`src/rtl/spi_cmd_master_pkg.sv`:
```
// Shared opcodes, FSM state encodings and default SPI timing for spi_cmd_master.
package spi_cmd_pkg;

   localparam logic [7:0] OP_TON           = 8'h91;
   localparam logic [7:0] OP_TOFF          = 8'h9E;
   localparam logic [7:0] OP_WAVEFORM      = 8'h9C;
   localparam logic [7:0] OP_IP            = 8'h93;
   localparam logic [7:0] OP_START         = 8'h06;
   localparam logic [7:0] WAVE_SINGLE_TEST = 8'h04;

   localparam int DEF_CS_SETUP_CYC = 5;
   localparam int DEF_HALF_CYC     = 2;
   localparam int DEF_CS_HOLD_CYC  = 5;
   localparam int DEF_GAP_CYC      = 5;

   typedef enum logic [2:0] {
      ST_IDLE, ST_CS_SETUP, ST_BIT_LOW, ST_BIT_HIGH, ST_CS_HOLD, ST_GAP
   } frame_state_t;

   typedef enum logic {CMD_IDLE, CMD_RUN} cmd_state_t;

   function automatic int max4(input int a, input int b, input int c, input int d);
      int m;
      m = a;
      if (b > m) m = b;
      if (c > m) m = c;
      if (d > m) m = d;
      return m;
   endfunction

endpackage

```
`src/rtl/spi_cmd_master_if.sv`:
```
// Sequencer-side command handshake and receive status for spi_cmd_master.
interface spi_cmd_master_if;
   logic        cmd_valid;
   logic        cmd_ready;
   logic [7:0]  cmd_opcode;
   logic [15:0] cmd_param;
   logic [1:0]  cmd_len;
   logic        cmd_done;
   logic        busy;
   logic [7:0]  rx_data;
   logic        rx_valid;

   modport master (output cmd_valid, cmd_opcode, cmd_param, cmd_len,
                   input  cmd_ready, cmd_done, busy, rx_data, rx_valid);
   modport slave  (input  cmd_valid, cmd_opcode, cmd_param, cmd_len,
                   output cmd_ready, cmd_done, busy, rx_data, rx_valid);
endinterface

```
`src/rtl/spi_cmd_master_byte_frame.sv`:
```
// One cs_n framed SPI mode-0 byte (MSB first); frames chain back to back when i_start
// is high in the last GAP cycle. MISO capture only with SPI_CMD_MISO_CAPTURE_EN.
module spi_byte_frame
   import spi_cmd_pkg::*;
#(
   parameter int CS_SETUP_CYC = DEF_CS_SETUP_CYC,
   parameter int HALF_CYC     = DEF_HALF_CYC,
   parameter int CS_HOLD_CYC  = DEF_CS_HOLD_CYC,
   parameter int GAP_CYC      = DEF_GAP_CYC
) (
   input  logic       clk_in,
   input  logic       sys_rst_n,
   input  logic       i_start,
   input  logic [7:0] i_byte,
   input  logic       i_miso,
   output logic       o_frame_done,
   output logic       o_cs_n,
   output logic       o_sclk,
   output logic       o_mosi,
   output logic [7:0] o_rx_data,
   output logic       o_rx_valid
);

   localparam int MAX_CYC = max4(CS_SETUP_CYC, HALF_CYC, CS_HOLD_CYC, GAP_CYC);
   localparam int CNT_W   = (MAX_CYC > 1) ? $clog2(MAX_CYC) : 1;
   localparam logic [CNT_W-1:0] SETUP_LAST = CNT_W'(CS_SETUP_CYC - 1);
   localparam logic [CNT_W-1:0] HALF_LAST  = CNT_W'(HALF_CYC - 1);
   localparam logic [CNT_W-1:0] HOLD_LAST  = CNT_W'(CS_HOLD_CYC - 1);
   localparam logic [CNT_W-1:0] GAP_LAST   = CNT_W'(GAP_CYC - 1);

   frame_state_t     r_state, w_state_nxt;
   logic [CNT_W-1:0] r_cnt, w_cnt_nxt;
   logic [2:0]       r_bit, w_bit_nxt;
   logic [7:0]       r_byte, w_byte_nxt;
   logic             r_cs_n, r_sclk, r_mosi;
   logic             w_cs_n_nxt, w_sclk_nxt, w_mosi_nxt, w_done;

   always_comb begin
      w_state_nxt = r_state;
      w_cnt_nxt   = r_cnt + CNT_W'(1);
      w_bit_nxt   = r_bit;
      w_byte_nxt  = r_byte;
      w_done      = 1'b0;
      case (r_state)
         ST_IDLE: begin
            w_cnt_nxt = '0;
            if (i_start) begin
               w_state_nxt = ST_CS_SETUP;
               w_byte_nxt  = i_byte;
            end
         end
         ST_CS_SETUP: if (r_cnt == SETUP_LAST) begin
            w_state_nxt = ST_BIT_LOW;
            w_cnt_nxt   = '0;
            w_bit_nxt   = 3'd7;
         end
         ST_BIT_LOW: if (r_cnt == HALF_LAST) begin
            w_state_nxt = ST_BIT_HIGH;
            w_cnt_nxt   = '0;
         end
         ST_BIT_HIGH: if (r_cnt == HALF_LAST) begin
            w_cnt_nxt = '0;
            if (r_bit == 3'd0) w_state_nxt = ST_CS_HOLD;
            else begin
               w_state_nxt = ST_BIT_LOW;
               w_bit_nxt   = r_bit - 3'd1;
            end
         end
         ST_CS_HOLD: if (r_cnt == HOLD_LAST) begin
            w_state_nxt = ST_GAP;
            w_cnt_nxt   = '0;
         end
         ST_GAP: if (r_cnt == GAP_LAST) begin
            w_done    = 1'b1;
            w_cnt_nxt = '0;
            if (i_start) begin
               w_state_nxt = ST_CS_SETUP;
               w_byte_nxt  = i_byte;
            end else begin
               w_state_nxt = ST_IDLE;
            end
         end
         default: begin
            w_state_nxt = ST_IDLE;
            w_cnt_nxt   = '0;
         end
      endcase
      // Pins are registered from the next state so they change with the state, glitch free.
      w_cs_n_nxt = !(w_state_nxt inside {ST_CS_SETUP, ST_BIT_LOW, ST_BIT_HIGH, ST_CS_HOLD});
      w_sclk_nxt = (w_state_nxt == ST_BIT_HIGH);
      w_mosi_nxt = (w_state_nxt inside {ST_BIT_LOW, ST_BIT_HIGH}) && w_byte_nxt[w_bit_nxt];
   end

   always_ff @(posedge clk_in or negedge sys_rst_n) begin
      if (!sys_rst_n) begin
         r_state <= ST_IDLE;
         r_cnt   <= '0;
         r_bit   <= 3'd7;
         r_byte  <= '0;
         r_cs_n  <= 1'b1;
         r_sclk  <= 1'b0;
         r_mosi  <= 1'b0;
      end else begin
         r_state <= w_state_nxt;
         r_cnt   <= w_cnt_nxt;
         r_bit   <= w_bit_nxt;
         r_byte  <= w_byte_nxt;
         r_cs_n  <= w_cs_n_nxt;
         r_sclk  <= w_sclk_nxt;
         r_mosi  <= w_mosi_nxt;
      end
   end

   assign o_frame_done = w_done;
   assign o_cs_n       = r_cs_n;
   assign o_sclk       = r_sclk;
   assign o_mosi       = r_mosi;

`ifdef SPI_CMD_MISO_CAPTURE_EN
   logic [7:0] r_shift, w_shift_nxt, r_rx_data;
   logic       r_rx_valid, w_last_bit;

   // Sample once per bit, in the first sclk-high cycle; the final sample is folded in directly.
   assign w_shift_nxt = (r_state == ST_BIT_HIGH && r_cnt == '0) ? {r_shift[6:0], i_miso} : r_shift;
   assign w_last_bit  = (r_state == ST_BIT_HIGH) && (w_state_nxt == ST_CS_HOLD);

   always_ff @(posedge clk_in or negedge sys_rst_n) begin
      if (!sys_rst_n) begin
         r_shift    <= '0;
         r_rx_data  <= '0;
         r_rx_valid <= 1'b0;
      end else begin
         r_shift    <= w_shift_nxt;
         r_rx_valid <= w_last_bit;
         if (w_last_bit) r_rx_data <= w_shift_nxt;
      end
   end

   assign o_rx_data  = r_rx_data;
   assign o_rx_valid = r_rx_valid;
`else
   logic w_unused_miso;
   assign w_unused_miso = i_miso;
   assign o_rx_data     = '0;
   assign o_rx_valid    = 1'b0;
`endif

endmodule

```
`src/rtl/spi_cmd_master.sv`:
```
// SPI command initiator: latches an opcode + 0..2 parameter bytes and sends each byte
// in its own frame. Optional MISO capture via SPI_CMD_MISO_CAPTURE_EN.
module spi_cmd_master
   import spi_cmd_pkg::*;
#(
   parameter int CS_SETUP_CYC = DEF_CS_SETUP_CYC,
   parameter int HALF_CYC     = DEF_HALF_CYC,
   parameter int CS_HOLD_CYC  = DEF_CS_HOLD_CYC,
   parameter int GAP_CYC      = DEF_GAP_CYC
) (
   input  logic              clk_in,
   input  logic              sys_rst_n,
   spi_cmd_master_if.slave   cmd,
   output logic              cs_n,
   output logic              sclk,
   output logic              mosi,
   input  logic              miso
);

   cmd_state_t  r_state, w_state_nxt;
   logic [15:0] r_param;
   logic [1:0]  r_len, r_idx;
   logic        w_start, w_done, w_frame_done, w_more;
   logic [7:0]  w_byte;

   assign w_more = (r_idx < r_len);

   always_comb begin
      w_state_nxt = r_state;
      w_start     = 1'b0;
      w_done      = 1'b0;
      w_byte      = cmd.cmd_opcode;
      case (r_state)
         CMD_IDLE: if (cmd.cmd_valid) begin
            w_state_nxt = CMD_RUN;
            w_start     = 1'b1;
         end
         CMD_RUN: if (w_frame_done) begin
            // Next frame starts straight out of this GAP, so the byte is picked for index r_idx+1.
            if (w_more) begin
               w_start = 1'b1;
               w_byte  = (r_idx == 2'd0) ? r_param[7:0] : r_param[15:8];
            end else begin
               w_done      = 1'b1;
               w_state_nxt = CMD_IDLE;
            end
         end
         default: w_state_nxt = CMD_IDLE;
      endcase
   end

   always_ff @(posedge clk_in or negedge sys_rst_n) begin
      if (!sys_rst_n) begin
         r_state <= CMD_IDLE;
         r_param <= '0;
         r_len   <= '0;
         r_idx   <= '0;
      end else begin
         r_state <= w_state_nxt;
         if (r_state == CMD_IDLE && cmd.cmd_valid) begin
            r_param <= cmd.cmd_param;
            r_len   <= (cmd.cmd_len == 2'd3) ? 2'd2 : cmd.cmd_len;
            r_idx   <= '0;
         end else if (r_state == CMD_RUN && w_frame_done && w_more) begin
            r_idx <= r_idx + 2'd1;
         end
      end
   end

   assign cmd.cmd_ready = (r_state == CMD_IDLE);
   assign cmd.busy      = (r_state != CMD_IDLE);
   assign cmd.cmd_done  = w_done;

   spi_byte_frame #(
      .CS_SETUP_CYC (CS_SETUP_CYC),
      .HALF_CYC     (HALF_CYC),
      .CS_HOLD_CYC  (CS_HOLD_CYC),
      .GAP_CYC      (GAP_CYC)
   ) u_frame (
      .clk_in       (clk_in),
      .sys_rst_n    (sys_rst_n),
      .i_start      (w_start),
      .i_byte       (w_byte),
      .i_miso       (miso),
      .o_frame_done (w_frame_done),
      .o_cs_n       (cs_n),
      .o_sclk       (sclk),
      .o_mosi       (mosi),
      .o_rx_data    (cmd.rx_data),
      .o_rx_valid   (cmd.rx_valid)
   );

endmodule
```
`src/flat_wrapper.sv`:
```
// flat-port wrapper written by rule: the top's interface ports become plain ports
module spi_cmd_master_flat import spi_cmd_pkg::*;
#(
   parameter int CS_SETUP_CYC = DEF_CS_SETUP_CYC,
   parameter int HALF_CYC     = DEF_HALF_CYC,
   parameter int CS_HOLD_CYC  = DEF_CS_HOLD_CYC,
   parameter int GAP_CYC      = DEF_GAP_CYC
)
  (clk_in, sys_rst_n, cs_n, sclk, mosi, miso, cmd_cmd_valid, cmd_cmd_opcode, cmd_cmd_param, cmd_cmd_len, cmd_cmd_ready, cmd_cmd_done, cmd_busy, cmd_rx_data, cmd_rx_valid);
  spi_cmd_master_if cmd_i ();
  input  logic clk_in;
  input  logic sys_rst_n;
  output logic cs_n;
  output logic sclk;
  output logic mosi;
  input  logic miso;
  input wire logic [$bits(cmd_i.cmd_valid)-1:0] cmd_cmd_valid;
  input wire logic [$bits(cmd_i.cmd_opcode)-1:0] cmd_cmd_opcode;
  input wire logic [$bits(cmd_i.cmd_param)-1:0] cmd_cmd_param;
  input wire logic [$bits(cmd_i.cmd_len)-1:0] cmd_cmd_len;
  output wire logic [$bits(cmd_i.cmd_ready)-1:0] cmd_cmd_ready;
  output wire logic [$bits(cmd_i.cmd_done)-1:0] cmd_cmd_done;
  output wire logic [$bits(cmd_i.busy)-1:0] cmd_busy;
  output wire logic [$bits(cmd_i.rx_data)-1:0] cmd_rx_data;
  output wire logic [$bits(cmd_i.rx_valid)-1:0] cmd_rx_valid;
  assign cmd_i.cmd_valid = cmd_cmd_valid;
  assign cmd_i.cmd_opcode = cmd_cmd_opcode;
  assign cmd_i.cmd_param = cmd_cmd_param;
  assign cmd_i.cmd_len = cmd_cmd_len;
  assign cmd_cmd_ready = cmd_i.cmd_ready;
  assign cmd_cmd_done = cmd_i.cmd_done;
  assign cmd_busy = cmd_i.busy;
  assign cmd_rx_data = cmd_i.rx_data;
  assign cmd_rx_valid = cmd_i.rx_valid;
  spi_cmd_master #(.CS_SETUP_CYC(CS_SETUP_CYC), .HALF_CYC(HALF_CYC), .CS_HOLD_CYC(CS_HOLD_CYC), .GAP_CYC(GAP_CYC)) u_core (.clk_in(clk_in), .sys_rst_n(sys_rst_n), .cmd(cmd_i), .cs_n(cs_n), .sclk(sclk), .mosi(mosi), .miso(miso));
endmodule
```
`config.mk`:
```
export PLATFORM = sky130hd
export DESIGN_NAME = spi_cmd_master_flat
export DESIGN_NICKNAME = d
export VERILOG_FILES = /design/src/rtl/spi_cmd_master_pkg.sv /design/src/rtl/spi_cmd_master_if.sv /design/src/rtl/spi_cmd_master_byte_frame.sv /design/src/rtl/spi_cmd_master.sv /design/src/flat_wrapper.sv
export SDC_FILE = /design/constraint.sdc
export NUM_CORES = 1
export LEC_CHECK = 0
export ABC_AREA = 1
export CORE_MARGIN = 2
export CORE_UTILIZATION = 53
export CTS_BUF_LIST = sky130_fd_sc_hd__clkbuf_4 sky130_fd_sc_hd__clkbuf_8
export CTS_CLUSTER_DIAMETER = 50
export CTS_CLUSTER_SIZE = 12
export DETAILED_ROUTE_END_ITERATION = 10
export PLACE_DENSITY = 0.82
export SLEW_MARGIN = 15
export SYNTH_ARGS = -nofsm -noshare
export SYNTH_HDL_FRONTEND = slang
export SYNTH_SLANG_ARGS = --single-unit
export TNS_END_PERCENT = 1
```
`constraint.sdc`:
```
create_clock -name clk_in -period 2.1 [get_ports clk_in]
set_clock_uncertainty 0.05 [all_clocks]
set_input_delay 0.42 -clock clk_in [delete_from_list [all_inputs] [get_ports clk_in]]
set_output_delay 0.42 -clock clk_in [all_outputs]
set_load 0.01 [all_outputs]
```
Yosys cells after proc, flatten, opt, wreduce, memory -nomap -nowiden
Cells that the tools add are included.
- $add $sub $neg: 3
- $lt $le $gt $ge: 2
- eq/ne operators: 12
- muxes and demuxes: 39
- bitwise operators: 1
- reductions and logical operators: 13
- operators by type and width (kind ; number):
    $mux 8 ; 6
    $mux 3 ; 12
    $pmux 3 s6 ; 1
    $pmux 8 s2 ; 1
    $eq 3x2->1 const B ; 4
    $eq 3x3->1 const B ; 4
    $pmux 3 s2 ; 2
    $mux 1 ; 11
    $eq 3x1->1 const B ; 3
    $logic_not 3->1 ; 2
    $mux 2 ; 3
    $logic_and 1x1->1 ; 4
    $lt 3x4->1 const B ; 1
    $pmux 1 s2 ; 2
    $reduce_bool 2->1 ; 2
    $reduce_bool 4->1 ; 1
    $add 3x1->3 const B ; 1
    $bmux 1 s3 ; 1
    $reduce_or 3->1 ; 1
    $sub 3x1->3 const B ; 1
    $add 2x1->2 const B ; 1
    $eq 2x2->1 const B ; 1
    $logic_not 2->1 ; 1
    $lt 2x2->1 ; 1
    3 further kinds ; 3
- bits in registers: 41
- input bits: 30
- output and inout bits: 15

Depth between registers and ports, before layout
- word-level depth: 11
- gate-level depth with buffers: 14
- gate-level depth less buffers: 14

Cells and area by module
Synthesis repeated with hierarchy kept, for this count alone.
- cell total of the unflattened synthesis: 305
- area total of the unflattened synthesis: 2386.0 um^2
- by module, submodules not included (module ; times used ; cells each ; area an instance (um^2)):
    spi_byte_frame ; 1 ; 169 ; 1278.7
    spi_cmd_master ; 1 ; 136 ; 1107.3

Least setup slack after synthesis
No wires, ideal clock.
- path kind: register to register
- start: reg u_core.r_idx[1]
- end: reg u_core.u_frame.r_mosi, in the netlist u_core.u_frame.o_mosi
- setup time: 0.117 ns
- arrival: 1.677 ns
- setup slack: 0.256 ns
- cell stages (with the launch flop): 13
- path buffers: 1
- cells stage by stage: dfrtp_1 -> ha_1 -> a21oi_4 -> nand3_4 -> buf_6 -> nand2_1 -> o21ai_2 -> nand2_1 -> nand2_2 -> nor2_1 -> nor2_1 -> nor2_1 -> nor2_1
- longest elaborated chain between the ends: 11
- elaborated cells between the ends (all ways): 22
- those cells by class: order compare (1); eq/ne (2); mux (16); reduce/logical (3)
- RTL lines (item ; line ; source):
    from (decl) ; spi_cmd_master.sv:22 ; logic [1:0] r_len, r_idx;
    from (signal assigned) ; spi_cmd_master.sv:65 ; r_idx <= r_idx + 2'd1;
    branches (longest 5 deep; another with $lt 2x2->1) ; - ;
    $mux 8 (*) ; spi_cmd_master_byte_frame.sv:47, spi_cmd_master_byte_frame.sv:76 ;
    $mux 8 ; spi_cmd_master_byte_frame.sv:73 ; ST_GAP: if (r_cnt == GAP_LAST) begin
    $pmux 8 s2 (*) ; spi_cmd_master_byte_frame.sv:44 ; case (r_state)
    named net u_core.u_frame.w_byte_nxt[2] ; spi_cmd_master_byte_frame.sv:34 ; logic [7:0] r_byte, w_byte_nxt;
    $bmux 1 s3 (*) ; spi_cmd_master_byte_frame.sv:91 ; w_mosi_nxt = (w_state_nxt inside {ST_BIT_LOW, ST_BIT_HIGH}) && w_byte_nxt[w_bit_nxt];
    $mux 1 (not written as such) (*) ; spi_cmd_master_byte_frame.sv:91 ;
    $logic_and 1x1->1 (*) ; spi_cmd_master_byte_frame.sv:91 ;
    named net u_core.u_frame.w_mosi_nxt ; spi_cmd_master_byte_frame.sv:36 ; logic w_cs_n_nxt, w_sclk_nxt, w_mosi_nxt, w_done;
    to (signal assigned) ; spi_cmd_master_byte_frame.sv:110 ; r_mosi <= w_mosi_nxt;
    to (decl) ; spi_cmd_master_byte_frame.sv:35 ; logic r_cs_n, r_sclk, r_mosi;
Mark *: on every way through the listed nets, which the timed path passes. The select of a mux whose other input is x is not followed.
A chain may end at the register's enable or synchronous reset.

Final worst setup path
- start: reg u_core.u_frame.r_bit[0]
- end: reg u_core.u_frame.r_mosi, in the netlist u_core.u_frame.o_mosi
- longest elaborated chain between the ends: 7
- elaborated cells between the ends (all ways): 15
- those cells by class: add/sub (1); eq/ne (2); mux (9); reduce/logical (3)
- RTL lines (item ; line ; source):
    from (decl) ; spi_cmd_master_byte_frame.sv:33 ; logic [2:0] r_bit, w_bit_nxt;
    from (signal assigned) ; spi_cmd_master_byte_frame.sv:106 ; r_bit <= w_bit_nxt;
    $sub 3x1->3 / $logic_not 3->1 (equally long branches) ; spi_cmd_master_byte_frame.sv:66, spi_cmd_master_byte_frame.sv:63 ;
    $mux 3 (*) ; spi_cmd_master_byte_frame.sv:63 ; if (r_bit == 3'd0) w_state_nxt = ST_CS_HOLD;
    $mux 3 (*) ; spi_cmd_master_byte_frame.sv:61 ; ST_BIT_HIGH: if (r_cnt == HALF_LAST) begin
    $pmux 3 s2 (*) ; spi_cmd_master_byte_frame.sv:44 ;
    named net u_core.u_frame.w_bit_nxt[1] ; spi_cmd_master_byte_frame.sv:33 ;
    $bmux 1 s3 (*) ; spi_cmd_master_byte_frame.sv:91 ;
    $mux 1 (not written as such) (*) ; spi_cmd_master_byte_frame.sv:91 ;
    $logic_and 1x1->1 (*) ; spi_cmd_master_byte_frame.sv:91 ;
    named net u_core.u_frame.w_mosi_nxt ; spi_cmd_master_byte_frame.sv:36 ;
Mark *: on every way through the listed nets, which the timed path passes. The rest lies on a longest branch. The select of a mux whose other input is x is not followed.

==> results.yml <==
setup_path:
  cp.required_ns: 2.24
  critPathArrivalTime_ns: 2.14
  ff2ff_setup_slack_ns: 0.10
  slowest_stage: "dfstp_2"
  r2r_end: "u_core.u_frame.o_mosi"
  crit_path_start_kind: "register"
  max_stage_delay_ns: 0.52
  path_cells: "inv_1 -> ha_1 -> nand2_1 -> nand3_2 -> o211ai_1 -> inv_1 -> nand3_1 -> nand3_1 -> nand2_1 -> nor2_1"
  endpoint_kind: "register"
  timing.rr.start: "u_core.u_frame.r_bit[0]"
  cp_max_fo: 4
  reg2regPathDepth: 10
  crit_type: "register to register"
  endpoint: "u_core.u_frame.o_mosi"
  crit_start: "u_core.u_frame.r_bit[0]"
sta:
  whs_ns: 0.124
  min_period_over_period_pct: 95.2
  slew_headroom_pct: 66.7
  worst_pin_slew_ns: 0.500
  finalSetupViolCount: 0
  finalHoldViolCount: 0
  rsz0062_at_grt: "true"
  slew_viol_final: 0
  min_period_ns: 2.00
  max_freq_mhz: 500
power:
  peakVddDrop_mv: 0.343
  p_leak_nw: 1.46
  p_per_area_nw_per_um2: 597
placed_design:
  place_inst: 366
  dp_hpwl_um: 3370
  place_area_um2: 2670
  gp_congestion: 0.904
  portBuffers: 34
layout:
  diodes: 0
  nNetsFinal: 369
  fin_area_um2: 2840
  drive_gt1_share_pct: 16.8
  num-fill-cells: 323
  utilization_pct: 69.6
  mostFrequentLayoutCell: "nand2_1"
  synthToLayoutAreaGrowth_pct: 23.9
  fin_cells: 383
  final_cell_mix: "nand2_1 (95), dfrtp_1 (37), clkdlybuf4s50_1 (32)"
synth:
  synth_top_area_share_pct: 40.4
  yosysTopAreaCell: "dfrtp_1"
  synth.distinct_cells: 32
  yosys-top-cells-area: "dfrtp_1 (40%), nand2_1 (16%), dfstp_2 (4.6%)"
  synth.avg_cell_area_um2: 8.13
  synth_cells: 282
  netlist_area_um2: 2290
  synth_warnings: 0
  ys_seq_area_share_pct: 45.0
  ys_ff_latch: 41
floorplanning:
  fp.dieW_um: 69.8
  die_h_um: 69.8
  rows: 23
  die-area_um2: 4870
  top_level_ports: 45
  core_um2: 4090
  start_util_pct: 56.1
detailed_routing:
  ant_nets: 0
  first_pass_iters: 4
  vias_per_cell: 5.04
  route.detailed.drc: 0
  finalWirelength_um: 4740
  wl_per_cell_um: 12.4
  first_iter_violations: 141
  vias: 1932
cts:
  path_clk_slew_ns: 0.07
  clockBufferDepth: 2
  clock_sinks: 41
  tritoncts: "built"
  ctsHtreeMaxLevel: 2
  cts_inserted_buffers: 5
  root_buffer: "clkbuf_8"
  clock_latency_ns: 0.29
global_routing:
  grt_pass1_wl_um: 7780
  grtUsageTotal_pct: 19.9
  grt_pass1_vias: 1846
  antenna_found_initial: 0
  grt_max_degree: 42
  grt_overflow: 0
hold_path:
  min_path_type: "input port to asynchronous set/reset pin"
run_status:
  status: "complete, no violations"
flow_run:
  drv_cap: 0
## report_power, final
group          switching [mW]  total (mW)  leakage (nW)  internal (mW)
sequential             0.0263       0.866         0.499          0.840
clock                   0.255       0.530        0.0498          0.275
combinational           0.160       0.301         0.908          0.141
## kinds of logic (layout without fill, tap and decap cells)
logic type	after synthesis	count (layout)	share of synthesized area [%]
xor gates and xnor gates	1	1	0.382
DFF	41	41	45.0
adders and majority gates	7	7	3.82
and+or+nand+nor	156	157	30.6
muxes	8	8	3.55
AOI/OAI and AO/OA	25	25	7.31
other	1	9	0.164
buffers and inverters	43	85	9.22
## area by class of cell
cell class / count / area, um2 / share of cell area (%)
Multi-Input combinational cell: 207 / 1110 / 38.9
Sequential cell: 41 / 1030 / 36.3
Timing Repair Buffer: 50 / 450 / 15.8
Inverter: 27 / 101 / 3.57
Clock buffer: 8 / 91.3 / 3.21
Tap cell: 50 / 62.6 / 2.20
## layer usage
metal	vias up	track usage [%]	wire (um)
li1	973	-	-
met1	899	24.1	2080
met2	51	33.9	2370
met3	9	4.65	194
met4	0	8.12	90
met5	-	0	0
## cell usage after synthesis
| library cell | instances |
|---|---|
| dfstp_2 | 4 |
| nor2_1 | 23 |
| o21ai_1 | 3 |
| inv_1 | 24 |
| nor2_2 | 1 |
| nand2_2 | 6 |
| nand2_4 | 1 |
| nand3b_1 | 2 |
| a22o_1 | 1 |
| mux2i_1 | 7 |
| nand3_1 | 17 |
| o21ai_0 | 5 |
| nor3_1 | 3 |
| o21ai_2 | 3 |
| xnor2_1 | 1 |
| nand4_1 | 2 |
| buf_4 | 11 |
| a21oi_4 | 2 |
| buf_2 | 1 |
| o211ai_1 | 2 |
| inv_2 | 3 |
| nand2_1 | 95 |
| nand3_2 | 3 |
| nor2_4 | 1 |
| a21oi_1 | 9 |
| ha_1 | 7 |
| conb_1 | 1 |
| buf_6 | 1 |
| dfrtp_1 | 37 |
| mux2_2 | 1 |
| nand3_4 | 2 |
| clkbuf_1 | 3 |
## stage by stage
stage               worst slack (ns)  total power [mW]  setup TNS [ns]
floorplan                      0.256              1.06               0
global placement               0.103              1.16               0
detailed placement            0.0196              1.17               0
CTS                          0.00994              1.71               0
global route                 -0.0856              1.79         -0.0856
finish                         0.101              1.70               0
## worst max-delay path: cells and delay by family, from the launching register on
| family | cells | cell delay [ns] |
|---|---|---|
| and+or+nand+nor | 6 | 0.54 |
| DFF | 1 | 0.52 |
| AOI/OAI and AO/OA | 1 | 0.36 |
| buffers and inverters | 2 | 0.20 |
| adders and majority gates | 1 | 0.22 |
## how the worst min path moves through the flow
| stage | slack [ns] | cells after the start | to |
|---|---|---|---|
| finish | 0.12 | 2 | u_core.u_frame.r_cnt[2] |
| global route | 0.16 | 2 | u_core.u_frame.r_cnt[2] |
| CTS | 0.14 | 2 | u_core.u_frame.r_cnt[2] |
| detailed placement | 0.41 | 2 | u_core.u_frame.r_byte[0] |
| global placement | 0.40 | 2 | u_core.u_frame.r_byte[0] |
| floorplan | 0.07 | 0 | u_core.cmd.busy |
## state kept, by name, indices dropped and copies added, names as in the netlist
| name | flops |
|---|---|
| u_core.u_frame.r_cnt | 3 |
| u_core.u_frame.r_byte | 8 |
| u_core.r_idx | 2 |
| u_core.r_param | 16 |
| u_core.r_len | 2 |
| u_core.u_frame.r_state | 3 |
| u_core.u_frame.o_mosi | 1 |
| u_core.u_frame.r_bit | 3 |
| u_core.u_frame.o_cs_n | 1 |
| u_core.cmd.busy | 1 |
| u_core.u_frame.o_sclk | 1 |
## timing repair
| action | CTS | global route |
|---|---|---|
| setup buffers | 1 | 7 |
| setup endpoints to repair | 2 | 2 |
| pin swaps | 1 | 2 |
| resized for setup | 2 | 4 |
| hold buffers | 0 | 0 |
| gates cloned | 0 | 1 |
(Power assumes the default switching activity.)
